### config.mk
export PLATFORM = sky130hd
export DESIGN_NAME = counter_array_ctrl
export DESIGN_NICKNAME = d
export VERILOG_FILES = /design/src/rtl/counter_array_ctrl.sv
export SDC_FILE = /design/constraint.sdc
export NUM_CORES = 1
export LEC_CHECK = 0
export ABC_AREA = 1
export CORE_MARGIN = 5
export CORE_UTILIZATION = 47
export DETAILED_ROUTE_END_ITERATION = 12
export GPL_TIMING_DRIVEN = 1
export PLACE_DENSITY = 0.84
export SLEW_MARGIN = 20
export SYNTH_ARGS = -nofsm -noshare
export SYNTH_HDL_FRONTEND = slang
export SYNTH_SLANG_ARGS = --single-unit
export TNS_END_PERCENT = 50
### constraint.sdc
create_clock -name clk -period 1.83 [get_ports clk]
set_input_delay 0.2745 -clock clk [delete_from_list [all_inputs] [get_ports clk]]
set_output_delay 0.2745 -clock clk [all_outputs]
set_load 0.005 [all_outputs]
### src/rtl/counter_array_ctrl.sv
`default_nettype none
// ============================================================================
// Module      : counter_array_ctrl
// Description : Read-modify-write engine for the 1W1R counter_array SRAM
//               (write port 0, read port 1). Services one counter op per
//               cycle with same-address bypass, clears the array after reset
//               and performs halving (aging) sweeps on request.
// Revision    : 1.0 - initial release
// ============================================================================
module counter_array_ctrl #(
    parameter int unsigned DATA_WIDTH    = 3,
    parameter int unsigned ADDR_WIDTH    = 8,
    parameter bit          INIT_ON_RESET = 1'b1
) (
    input  logic                  clk,
    input  logic                  rst_n,
    input  logic                  req_valid,
    output logic                  req_ready,
    input  logic [1:0]            req_op,
    input  logic [ADDR_WIDTH-1:0] req_addr,
    input  logic [DATA_WIDTH-1:0] req_data,
    input  logic                  age_start,
    output logic                  busy,
    output logic                  rsp_valid,
    output logic [ADDR_WIDTH-1:0] rsp_addr,
    output logic [DATA_WIDTH-1:0] rsp_old,
    output logic [DATA_WIDTH-1:0] rsp_new,
    output logic                  csb0,
    output logic [ADDR_WIDTH-1:0] addr0,
    output logic [DATA_WIDTH-1:0] din0,
    output logic                  csb1,
    output logic [ADDR_WIDTH-1:0] addr1,
    input  logic [DATA_WIDTH-1:0] dout1
);

    // Internal op encoding: the two-bit request ops plus the aging op.
    localparam logic [2:0] c_OP_INC   = 3'd0;
    localparam logic [2:0] c_OP_DEC   = 3'd1;
    localparam logic [2:0] c_OP_CLR   = 3'd2;
    localparam logic [2:0] c_OP_SET   = 3'd3;
    localparam logic [2:0] c_OP_HALVE = 3'd4;

    localparam logic [ADDR_WIDTH-1:0] c_PTR_LAST = {ADDR_WIDTH{1'b1}};
    localparam logic [DATA_WIDTH-1:0] c_DATA_MAX = {DATA_WIDTH{1'b1}};
    localparam logic [DATA_WIDTH-1:0] c_DATA_MIN = {DATA_WIDTH{1'b0}};

    typedef enum logic [1:0] {
        S_INIT = 2'd0,
        S_IDLE = 2'd1,
        S_AGE  = 2'd2
    } state_t;

    state_t                r_state;
    state_t                w_state_next;
    logic [ADDR_WIDTH-1:0] r_ptr;

    logic                  w_accept;
    logic                  w_age_issue;
    logic                  w_csb1;
    logic [ADDR_WIDTH-1:0] w_addr1;

    // Execute stage: op whose read was issued on the previous edge
    logic                  r_e_valid;
    logic                  r_e_rsp;
    logic [ADDR_WIDTH-1:0] r_e_addr;
    logic [2:0]            r_e_op;
    logic [DATA_WIDTH-1:0] r_e_data;

    // Write port registers and a copy of the write one cycle older
    logic                  r_csb0;
    logic [ADDR_WIDTH-1:0] r_addr0;
    logic [DATA_WIDTH-1:0] r_din0;
    logic                  r_p_valid;
    logic [ADDR_WIDTH-1:0] r_p_addr;
    logic [DATA_WIDTH-1:0] r_p_data;

    logic [DATA_WIDTH-1:0] w_old;
    logic [DATA_WIDTH-1:0] w_new;

    logic                  r_rsp_valid;
    logic [ADDR_WIDTH-1:0] r_rsp_addr;
    logic [DATA_WIDTH-1:0] r_rsp_old;
    logic [DATA_WIDTH-1:0] r_rsp_new;

    // State register; reset lands in the clear sweep or straight in IDLE
    always_ff @(posedge clk or negedge rst_n) begin
        if (!rst_n) begin
            if (INIT_ON_RESET) r_state <= S_INIT;
            else               r_state <= S_IDLE;
        end else begin
            r_state <= w_state_next;
        end
    end

    // Next state plus read-port issue (request in IDLE, sweep pointer in AGE)
    always_comb begin
        w_state_next = r_state;
        w_accept     = 1'b0;
        w_age_issue  = 1'b0;
        w_addr1      = req_addr;
        case (r_state)
            S_INIT: begin
                if (r_ptr == c_PTR_LAST) w_state_next = S_IDLE;
            end
            S_IDLE: begin
                // rst_n gate keeps the read port quiet during reset when
                // the block resets directly into IDLE
                w_accept = req_valid & rst_n;
                if (age_start) w_state_next = S_AGE;
            end
            S_AGE: begin
                w_age_issue = 1'b1;
                w_addr1     = r_ptr;
                if (r_ptr == c_PTR_LAST) w_state_next = S_IDLE;
            end
            default: w_state_next = S_IDLE;
        endcase
        w_csb1 = ~(w_accept | w_age_issue);
    end

    // Sweep pointer advances every INIT/AGE cycle and wraps back to zero
    always_ff @(posedge clk or negedge rst_n) begin
        if (!rst_n) begin
            r_ptr <= '0;
        end else if (r_state == S_INIT || r_state == S_AGE) begin
            r_ptr <= r_ptr + 1'b1;
        end
    end

    // Old value: newest in-flight write to the same address wins over the array
    always_comb begin
        w_old = dout1;
        if (!r_csb0 && (r_addr0 == r_e_addr)) begin
            w_old = r_din0;
        end else if (r_p_valid && (r_p_addr == r_e_addr)) begin
            w_old = r_p_data;
        end
        w_new = w_old;
        case (r_e_op)
            c_OP_INC:   w_new = (w_old == c_DATA_MAX) ? w_old : w_old + 1'b1;
            c_OP_DEC:   w_new = (w_old == c_DATA_MIN) ? w_old : w_old - 1'b1;
            c_OP_CLR:   w_new = c_DATA_MIN;
            c_OP_SET:   w_new = r_e_data;
            c_OP_HALVE: w_new = w_old >> 1;
            default:    w_new = w_old;
        endcase
    end

    // Execute-stage capture of the op whose read is issued this cycle
    always_ff @(posedge clk or negedge rst_n) begin
        if (!rst_n) begin
            r_e_valid <= 1'b0;
            r_e_rsp   <= 1'b0;
            r_e_addr  <= '0;
            r_e_op    <= c_OP_INC;
            r_e_data  <= '0;
        end else begin
            r_e_valid <= w_accept | w_age_issue;
            r_e_rsp   <= w_accept;
            r_e_addr  <= w_addr1;
            r_e_op    <= w_accept ? {1'b0, req_op} : c_OP_HALVE;
            r_e_data  <= req_data;
        end
    end

    // Write port: zero fill during INIT, otherwise the executed op's result
    always_ff @(posedge clk or negedge rst_n) begin
        if (!rst_n) begin
            r_csb0  <= 1'b1;
            r_addr0 <= '0;
            r_din0  <= '0;
        end else if (r_state == S_INIT) begin
            r_csb0  <= 1'b0;
            r_addr0 <= r_ptr;
            r_din0  <= '0;
        end else if (r_e_valid) begin
            r_csb0  <= 1'b0;
            r_addr0 <= r_e_addr;
            r_din0  <= w_new;
        end else begin
            r_csb0  <= 1'b1;
        end
    end

    // Previous write, still racing the array read issued on the same edge
    always_ff @(posedge clk or negedge rst_n) begin
        if (!rst_n) begin
            r_p_valid <= 1'b0;
            r_p_addr  <= '0;
            r_p_data  <= '0;
        end else begin
            r_p_valid <= ~r_csb0;
            r_p_addr  <= r_addr0;
            r_p_data  <= r_din0;
        end
    end

    // Response for requests only; aging ops complete silently
    always_ff @(posedge clk or negedge rst_n) begin
        if (!rst_n) begin
            r_rsp_valid <= 1'b0;
            r_rsp_addr  <= '0;
            r_rsp_old   <= '0;
            r_rsp_new   <= '0;
        end else begin
            r_rsp_valid <= r_e_valid & r_e_rsp;
            if (r_e_valid && r_e_rsp) begin
                r_rsp_addr <= r_e_addr;
                r_rsp_old  <= w_old;
                r_rsp_new  <= w_new;
            end
        end
    end

    assign req_ready = (r_state == S_IDLE);
    assign busy      = (r_state != S_IDLE);
    assign rsp_valid = r_rsp_valid;
    assign rsp_addr  = r_rsp_addr;
    assign rsp_old   = r_rsp_old;
    assign rsp_new   = r_rsp_new;
    assign csb0      = r_csb0;
    assign addr0     = r_addr0;
    assign din0      = r_din0;
    assign csb1      = w_csb1;
    assign addr1     = w_addr1;

endmodule
`default_nettype wire

Word-level counts from Yosys, hierarchy flattened
Cells that the tools add are included.
{ "op_classes": {"addsub": 3, "n_eq_ne": 13, "mux": 18, "n_bitwise": 5, "reduce_logical": 11} }
{ "ops": {"columns": ["op", "n"], "rows": [
  ["2-to-1 mux 8 bit", 3],
  ["2-to-1 mux 3 bit", 7],
  ["equality test 8 bit", 2],
  ["case mux 3 bit (5 select lines)", 1],
  ["adder 8 x 1 -> 8 bit, second input constant", 1],
  ["equality test 8 bit, second input constant", 1],
  ["equality test 3 x 2 -> 1 bit, second input constant", 2],
  ["equality test 3 bit, second input constant", 2],
  ["zero test 3 bit", 2],
  ["!= test 2 x 1 -> 1 bit, second input constant", 3],
  ["2-to-1 mux 1 bit", 4],
  ["2-to-1 mux 2 bit", 2],
  ["case mux 2 bit (2 select lines)", 1],
  ["adder 3 x 1 -> 3 bit, second input constant", 1],
  ["equality test 3 x 1 -> 1 bit, second input constant", 1],
  ["logical AND 1 bit", 3],
  ["subtractor 3 x 1 -> 3 bit, second input constant", 1],
  ["bitwise AND 1 bit", 2],
  ["equality test 2 x 1 -> 1 bit, second input constant", 1],
  ["equality test 2 bit, second input constant", 1],
  ["zero test 2 bit", 1],
  ["inverter 1 bit", 2],
  ["AND reduction 2 bit", 1],
  ["nonzero test 2 bit", 1],
  ["4 further kinds", 4]
]} }
{ "totals": {"regBits": 65, "inputBits": 20, "out_inout_bits": 38, "elab_cells": 67} }

Longest topological paths before layout
Gate-level depths: netlist of run 1.
{ "logic_depth": {"word_depth": 9, "ltp_mapped": 18, "mapped_depth_nobuf": 18} }

Worst setup path before layout of run 1
Ideal clock, no wire load.
{ "synth_timing": {"path_type": "flip-flop to flip-flop", "start": "reg r_addr0[4], in the netlist addr0[4]", "end": "reg r_din0[0], in the netlist din0[0]", "setup_ns": 0.117, "t_arrival_ns": 1.814, "required_ns": 1.713, "setup_slack_ns": -0.101, "stages_incl_launch_ff": 15, "path_buffers": 0, "period_less_slack_ns": 1.931, "cell_sequence": "dfrtp_1 > or2_1 > a21oi_2 > nand3_4 > clkinv_4 > nand2_4 > nand2_4 > inv_2 > ha_1 > nand3_1 > nand2_1 > nand3_1 > nand3_2 > nand3_1 > nand2_1"} }
{ "synth_between": {"elab_chain_cells": 8, "elab_cells_between_ends": 12, "cone_classes": "add/sub (2); eq/ne (2); mux (6); reduce/logical (2)"} }
{ "synth_lines": {"columns": ["element", "line", "source"], "rows": [
  ["start: declaration", "71", "logic [ADDR_WIDTH-1:0] r_addr0;"],
  ["start signal: assignment", "174", "r_addr0 <= r_ptr;"],
  ["start signal: assignment", "178", "r_addr0 <= r_e_addr;"],
  ["equality test 8 bit (*)", "133", "if (!r_csb0 && (r_addr0 == r_e_addr)) begin"],
  ["logical AND 1 bit (*)", "133", null],
  ["2-to-1 mux 3 bit (*)", "133", null],
  ["subtractor 3 x 1 -> 3 bit (tied with other cells)", "141", "c_OP_DEC: w_new = (w_old == c_DATA_MIN) ? w_old : w_old - 1'b1;"],
  ["2-to-1 mux 3 bit (on tied branches)", "141, 140", null],
  ["case mux 3 bit (5 select lines) (*)", "139", "case (r_e_op)"],
  ["2-to-1 mux 3 bit (*)", "176", "end else if (r_e_valid) begin"],
  ["2-to-1 mux 3 bit (*)", "172", "end else if (r_state == S_INIT) begin"],
  ["end signal: assignment", "179", "r_din0 <= w_new;"],
  ["end: declaration", "72", "logic [DATA_WIDTH-1:0] r_din0;"]
]} }
Every way passes the cells marked *; elsewhere a longest branch is shown, timed or not. The select of a mux whose other input is x is not followed.
A chain may end at the register's enable or synchronous reset.

Final worst setup path of run 1
{ "layout_timing": {"start": "reg r_e_addr[2]", "end": "reg r_din0[1], in the netlist din0[1]"} }
{ "layout_between": {"elab_chain_cells": 9, "elab_cells_between_ends": 15, "cone_classes": "add/sub (2); eq/ne (3); mux (7); reduce/logical (3)"} }
{ "layout_lines": {"columns": ["element", "line", "source"], "rows": [
  ["start: declaration", "65", "logic [ADDR_WIDTH-1:0] r_e_addr;"],
  ["start signal: assignment", "160", "r_e_addr <= w_addr1;"],
  ["equality test 8 bit", "135", "end else if (r_p_valid && (r_p_addr == r_e_addr)) begin"],
  ["logical AND 1 bit", "135", null],
  ["2-to-1 mux 3 bit", "135", null],
  ["2-to-1 mux 3 bit (*)", "133", null],
  ["subtractor 3 x 1 -> 3 bit (tied with other cells)", "141", null],
  ["2-to-1 mux 3 bit (on tied branches)", "141, 140", null],
  ["case mux 3 bit (5 select lines) (*)", "139", null],
  ["2-to-1 mux 3 bit (*)", "176", null],
  ["2-to-1 mux 3 bit (*)", "172", null]
]} }
Marked as above.

==> summary.txt, run 1 <==
Pwr
  – Maximum vdd ir drop: 0.927 mV
  – Reg power frac: 33.0%
  – Switch share: 39.6%
  – Pwr Density: 1670 mW/mm2
  – Combinational Power Share: 50.1%
  – Switch Pwr: 2.98 mW
  – Internal Power: 4.54 mW
  – Lkg Pwr: 2.28 nW
  – Clock power share: 16.9%

Min path
  – Hold Crit Class: in -> async

Place
  – Placement Setup Slack: -0.244 ns
  – Input/output buffers: 57
  – Placement Cell Area: 0.00409 mm2
  – Placed insts: 551
  – GP Congestion: 0.856
  – HPWL after DPL: 5790 um

Global route
  – First-pass GRT wire length: 13700 um
  – Gr ovfl total: 0
  – Vias in the first global route: 2903
  – Pin count of the biggest net entering global routing: 66
  – Initial antenna violation count: 0
  – Total GRT Usage: 20.7%

STA
  – Clock skew: 0.00690 ns
  – Min Tclk post-route: 2.08 ns
  – Worst-margin pin slew: 0.797 ns
  – Fmax: 0.481 GHz
  – Slew Limit Fails: 0
  – Final hold violation count: 0
  – RSZ-0062 raised after global routing: yes
  – Slew HR: 46.9%
  – Period utilization: 114%
  – Final worst slack: -0.250 ns
  – Final setup vio count: 7

Floorplanning
  – Die height: 91.3 um
  – Die span in x: 91.3 um
  – Core ar.: 0.00639 mm2
  – # IOs: 58
  – Initial Util: 48.7%
  – Row count: 29
  – Die area: 0.00834 mm2

CTS
  – Root Buffer Master: clkbuf_8
  – Sink Count: 65
  – H-tree lvl count: 3
  – Cts bufs inserted: 9
  – Reg clk slew, reported paths: 0.07 ns
  – CTS max path bufs: 2
  – Clk_lat worst skew: 0.34 ns
  – CTS tree: built
  – Hold_buf cts: 0

Yosys
  – Yosys reg bits: 65
  – Avg Cell Area, Syn: 8.18 um2
  – Unique masters post-synth: 28
  – Seq/Total Area, Yosys: 52.4%
  – Cells after Synth: 380
  – Yosys warns: 0
  – Synthesized net count: 403
  – Post-synth EDFFs: 0
  – Ys flop type: dfrtp_1
  – Synth Cell Area: 0.00311 mm2
  – Post-synth ARST share: 100%

Layout
  – Design area: 0.00449 mm2
  – Syn-to-layout area delta: 44.6%
  – Non-Filler Instances: 582
  – FILL cells: 459
  – Ant diodes: 0
  – Area taken by multi-input logic gates: 0.00134 mm2
  – Final net count: 523
  – Fraction of layout cells with a size suffix above 1: 27.3%
  – FF/Latch Area: 0.00163 mm2

Setup path
  – Type of the worst setup path: reg -> reg
  – Crit start category: flip-flop
  – Worst R2R Path Depth: 17
  – Critical path peak fanout: 5
  – Worst R2R Setup Slack: -0.25 ns
  – CP arrival: 2.31 ns
  – Critical R2R Capture: din0[1]$_DFFE_PN0N_
  – Worst r2r src: r_e_addr[2]$_DFF_PN0_
  – Critical Path RT: 2.06 ns
  – Crit path capture type: flip-flop

Detailed routing
  – Wire per inst: 14.5 um
  – Total wire length: 8450 um
  – DRC violation count after routing: 0
  – Vias post-DR: 2910
  – TritonRoute pass-1 iters: 4
  – DRT antenna net count: 0
  – DR vias/cell: 5.00
  – Number of DRC markers in iteration 0: 173

Flow run
  – Max Cap Viol: 0

Status
  – Outcome: finished, violations left
  – Failing checks: negative setup slack
## stage by stage
step / setup TNS [ns] / utilization [%] / total power, mW / hold WS, ns
after floorplan: -0.0529 / - / 4.01 / -0.0211
after global placement: -0.926 / 64.0 / 5.71 / 0.423
after detailed placement: -1.21 / 64.0 / 5.82 / 0.425
after CTS: -0.850 / 68.7 / 7.27 / 0.162
after global routing: -2.67 / 70.4 / 8.04 / 0.233
final: -1.37 / 70.4 / 7.52 / 0.137
## metal layers
metal,global-route usage (%),wire [um],vias to the layer above
met3,3.39,449,20
met1,27.1,3670,1379
met5,0,0,-
met2,33.3,4140,90
met4,10.0,186,0
li1,-,-,1421
## worst max-delay path by stage
| stage | start | end | slack [ns] | cells after the start |
|---|---|---|---|---|
| 3_5_place_dp | r_e_addr[7]$_DFF_PN0_ | rsp_new[1]$_DFFE_PN0P_ | -0.24 | 14 |
| 4_1_cts | r_e_addr[6]$_DFF_PN0_ | rsp_new[1]$_DFFE_PN0P_ | -0.15 | 17 |
| 5_1_grt | r_e_addr[2]$_DFF_PN0_ | rsp_new[1]$_DFFE_PN0P_ | -0.42 | 17 |
| 3_3_place_gp | r_e_addr[7]$_DFF_PN0_ | rsp_new[0]$_DFFE_PN0P_ | -0.18 | 14 |
| 6_report | r_e_addr[2]$_DFF_PN0_ | din0[1]$_DFFE_PN0N_ | -0.25 | 17 |
| 2_1_floorplan | addr0[4]$_DFFE_PN0N_ | din0[1]$_DFFE_PN0N_ | -0.01 | 13 |
## sequential cells by signal (all words and copies together) (netlist names), 2 cells and up
register and count:
r_ptr 8, rsp_old 3, din0 3, r_e_data 3, r_e_op 3, r_p_addr 8, rsp_new 3, addr0 8
r_e_addr 8, rsp_addr 8, r_p_data 3, r_state 2
## cells in the mapped netlist, types with 4 or more instances
library cell | number | area [um2]
clkbuf_1 | 4 | 15.0
nand2_1 | 121 | 454
o21ai_0 | 19 | 95.1
nand2_2 | 5 | 31.3
o211ai_1 | 4 | 30.0
inv_2 | 8 | 30.0
xor2_1 | 6 | 52.6
inv_1 | 54 | 203
nor2_1 | 26 | 97.6
o221ai_1 | 4 | 35.0
nand3_2 | 4 | 40.0
nand3_1 | 32 | 160
dfrtp_1 | 64 | 1600
## kinds of logic after synthesis
kind of cell,count (synthesis),share of synthesized area (%)
and+or+nand+nor,202,29.1
buffers and inverters,67,8.25
DFF,65,52.4
AOI/OAI and AO/OA,34,6.52
xor gates and xnor gates,9,2.54
adders and majority gates,3,1.21
## power by group through the flow
stage	registers [mW]	clock network [mW]	logic, mW
floorplan	2.43	0	1.59
CTS	2.45	1.29	3.54
global route	2.56	1.34	4.14
finish	2.48	1.27	3.77
detailed placement	2.46	0	3.36
global placement	2.43	0	3.28
## what timing repair did
action	4_1_cts	5_1_grt
setup endpoints to repair	17	17
resized for setup	33	28
pin swaps	10	11
cloned	0	0
buffers inserted	6	9
## area by class of cell
type / instances / share of cell area (%)
flip-flops and latches: 65 / 36.2
inverters: 63 / 5.37
repair buffers: 113 / 21.8
clock buffers: 12 / 3.45
multi-input cells: 248 / 29.8
well taps: 77 / 2.14
clock inverters: 4 / 1.14
## layout by cell type, fill, tap and decap left out, types with 4 or more instances in the layout
cell | netlist | layout
buf_4 | 0 | 53
clkdlybuf4s15_1 | 0 | 4
clkdlybuf4s50_1 | 0 | 45
o221ai_1 | 4 | 4
nor2_1 | 26 | 19
nor2_2 | 3 | 8
o21ai_0 | 19 | 15
nand2_2 | 5 | 14
o21ai_2 | 1 | 6
nand3_1 | 32 | 25
inv_1 | 54 | 50
nand2_1 | 121 | 112
nand3_2 | 4 | 11
dfrtp_1 | 64 | 63
clkbuf_8 | 0 | 11
inv_2 | 8 | 12
o211ai_1 | 4 | 4
xor2_1 | 6 | 6
## critical path, cell delays in order, from the launching register on
cell     delay (ns)
dfrtp_2        0.44
inv_2          0.10
nand2_1        0.08
nand2_1        0.08
nand2_1        0.09
nor2_2         0.14
nand3_2        0.12
nand2_2        0.10
nand3_2        0.09
nand2_4        0.09
inv_2          0.05
ha_4           0.17
nand3_2        0.08
nand2_1        0.05
nand3_1        0.07
nand3_1        0.09
nand3_1        0.09
nand2_1        0.05
Note: power is estimated with default switching activity, not from simulation.
==> run 2: changes to the inputs <==
--- a/config.mk
+++ b/config.mk
@@ -7,10 +7,12 @@
 export LEC_CHECK = 0
 export ABC_AREA = 1
 export CORE_MARGIN = 5
-export CORE_UTILIZATION = 47
+export CORE_UTILIZATION = 55
+export CTS_BUF_LIST = sky130_fd_sc_hd__clkbuf_4
 export DETAILED_ROUTE_END_ITERATION = 12
+export DONT_BUFFER_PORTS = 1
 export GPL_TIMING_DRIVEN = 1
-export PLACE_DENSITY = 0.84
+export PLACE_DENSITY = 0.81
 export SLEW_MARGIN = 20
 export SYNTH_ARGS = -nofsm -noshare
 export SYNTH_HDL_FRONTEND = slang
==> run 2 against run 1 <==
- the run still ends with negative setup slack left
- sequential power up 4%
- non-clock buffer count down 51
- final cell count down 9.5%
- die area down 13%
- largest power group unchanged
- count of clock-buffer cells in the layout down 3
- global-route usage up 2.3 points
- fmax down 3.5%
- total power down 9.4%
==> summary.txt, run 2 (same netlist as run 1, synthesis figures left out) <==
CTS
  – Reg clk slew, reported paths: 0.12 ns (+0.05 ns)
  – H-tree lvl count: 3 (unchanged)
  – CTS max path bufs: 2 (unchanged)
  – Cts bufs inserted: 9 (unchanged)
  – Root Buffer Master: clkbuf_4
  – CTS tree: built
  – Clk_lat worst skew: 0.42 ns (+0.08 ns)
  – Sink Count: 65 (unchanged)

Detailed routing
  – Wire per inst: 16.7 um (+15%)
  – DRC violation count after routing: 0 (unchanged)
  – DR vias/cell: 5.46 (+9.3%)
  – TritonRoute pass-1 iters: 10 (+6)
  – Number of DRC markers in iteration 0: 292 (+69%)
  – Vias post-DR: 2879 (-1.1%)
  – Total wire length: 8790 um (+4.0%)
  – DRT antenna net count: 0 (unchanged)

Pwr
  – Lkg Pwr: 2.08 nW (-9.1%)
  – Final Power: 6.81 mW (-9.4%)
  – Maximum vdd ir drop: 0.893 mV (-3.7%)
  – Pwr Density: 1670 mW/mm2 (-0.31%)

Setup path
  – Critical path peak fanout: 5 (unchanged)
  – Type of the worst setup path: reg -> reg
  – CP arrival: 2.51 ns (+0.20 ns)
  – Crit start category: flip-flop
  – Crit path capture type: flip-flop
  – Critical Path RT: 2.19 ns (+0.13 ns)

Place
  – GP Congestion: 0.910 (+6.3%)
  – HPWL after DPL: 5460 um (-5.7%)
  – Placement Cell Area: 0.00355 mm2 (-13%)
  – Input/output buffers: 0 (-100%)
  – Placement Setup Slack: -0.290 ns (-0.0458 ns)
  – Placed insts: 494 (-10%)

Global route
  – Gr ovfl total: 0 (unchanged)
  – Vias in the first global route: 2778 (-4.3%)
  – Initial antenna violation count: 1 (+1)
  – Pin count of the biggest net entering global routing: 66 (unchanged)
  – First-pass GRT wire length: 13000 um (-5.4%)
  – Total GRT Usage: 23.0% (+2.3 points)

STA
  – Final hold violation count: 0 (unchanged)
  – Period utilization: 118% (+4.1 points)
  – Slew Limit Fails: 0 (unchanged)
  – Fin Hold WS: 0.0123 ns (-0.125 ns)
  – Slew HR: 43.7% (-3.2 points)
  – Final worst slack: -0.325 ns (-0.0753 ns)
  – RSZ-0062 raised after global routing: yes
  – Final setup vio count: 6 (-1)
  – Min Tclk post-route: 2.16 ns (+0.0753 ns)
  – Worst-margin pin slew: 0.842 ns (+0.0447 ns)
  – Clock skew: 0.0110 ns (+0.00412 ns)
  – Final TNS setup: -1.77 ns (-0.397 ns)
  – Fmax: 0.464 GHz (-3.5%)

Layout
  – Fraction of layout cells with a size suffix above 1: 32.6% (+5.3 points)
  – FILL cells: 374 (-19%)
  – Commonest non-fill, non-tap cells in the layout: 108 x nand2_1, 60 x dfrtp_1, 52 x buf_4
  – Final net count: 472 (-9.8%)
  – Syn-to-layout area delta: 31.4%
  – Area taken by multi-input logic gates: 0.00144 mm2 (+7.7%)
  – Non-Filler Instances: 527 (-9.5%)
  – Post-layout util: 74.1% (+3.8 points)
  – Most common cell after layout, fill and taps aside: nand2_1
  – FF/Latch Area: 0.00163 mm2 (+0.23%)
  – Design area: 0.00408 mm2 (-9.2%)

Floorplanning
  – # IOs: 58 (unchanged)
  – Initial Util: 56.4% (+7.8 points)
  – Die span in x: 85.2 um (-6.7%)
  – Die area: 0.00725 mm2 (-13%)
  – Core ar.: 0.00551 mm2 (-14%)
  – Die height: 85.2 um (-6.7%)
  – Row count: 27 (-6.9%)

Min path
  – Hold Crit Class: in -> reg

Status
  – Failing checks: negative setup slack
  – Outcome: finished, violations left

Flow run
  – Max Cap Viol: 0 (unchanged)
==> run 2: layout make-up <==
cell class | count | share of cell area [%]
diodes | 1 | 0.0613
well taps | 72 | 2.21
repair buffers | 62 | 12.4
flip-flops and latches | 65 | 40.0
inverters | 63 | 5.98
multi-input cells | 248 | 35.4
clock inverters | 7 | 2.30
clock buffers | 9 | 1.65
==> run 2: what timing repair did <==
item | in CTS | in global routing
buffers inserted | 2 | 4
endpoints found under the hold margin | 71 | 2
setup endpoints to repair | 10 | 13
resized for setup | 19 | 41
gates cloned | 0 | 0
pin swaps | 5 | 18
hold buffers | 8 | 2
==> run 2: report_power, final <==
part | switching, mW | leakage (nW) | internal (mW) | total, mW
clock | 0.579 | 0.0823 | 0.553 | 1.13
sequential | 0.573 | 0.806 | 2.01 | 2.58
combinational | 1.81 | 1.19 | 1.28 | 3.09
total | 2.96 | 2.08 | 3.85 | 6.81
==> run 2: worst paths after layout <==
check / to / slack [ns] / start / cells after the start
max in group asynchronous: csb0$_DFF_PN1_ / 1.15 / rst_n / 2
min in group asynchronous: r_ptr[3]$_DFFE_PN0P_ / 0.37 / rst_n / 2
hold / removal: r_e_addr[6]$_DFF_PN0_ / 0.01 / req_addr[6] / 2
setup reg to reg: din0[0]$_DFFE_PN0N_ / -0.33 / r_e_addr[2]$_DFF_PN0_ / 17
setup / recovery: din0[0]$_DFFE_PN0N_ / -0.33 / r_e_addr[2]$_DFF_PN0_ / 17
hold reg to reg: r_p_addr[1]$_DFF_PN0_ / 0.46 / addr0[1]$_DFFE_PN0N_ / 0
==> run 2: layer usage <==
metal,vias up,wire length (um),global-route usage [%]
li1,1326,-,-
met1,1375,3450,29.6
met5,-,0,0
met4,0,263,9.78
met2,147,4330,36.2
met3,31,749,6.60
==> run 2: critical path, cell delays in order, from the launching register on <==
cell and delay [ns]:
dfrtp_2 0.48, inv_2 0.10, nand2_1 0.08, nand2_1 0.08, nor2_1 0.11, nand2_1 0.07
nor2_2 0.12, nand3_1 0.10, nand3_2 0.11, nand2_4 0.09, inv_4 0.07, ha_4 0.18
nand3_4 0.09, nand2_2 0.08, nand3_2 0.07, nand3_2 0.09, nand3_1 0.08, nand2_1 0.09
==> run 3: changes to the inputs <==
--- a/config.mk
+++ b/config.mk
@@ -13,7 +13,6 @@
 export DONT_BUFFER_PORTS = 1
 export GPL_TIMING_DRIVEN = 1
 export PLACE_DENSITY = 0.81
-export SLEW_MARGIN = 20
 export SYNTH_ARGS = -nofsm -noshare
 export SYNTH_HDL_FRONTEND = slang
 export SYNTH_SLANG_ARGS = --single-unit
==> results of run 3 <==
Final layout, timing and power as in run 2 (identical DEF).
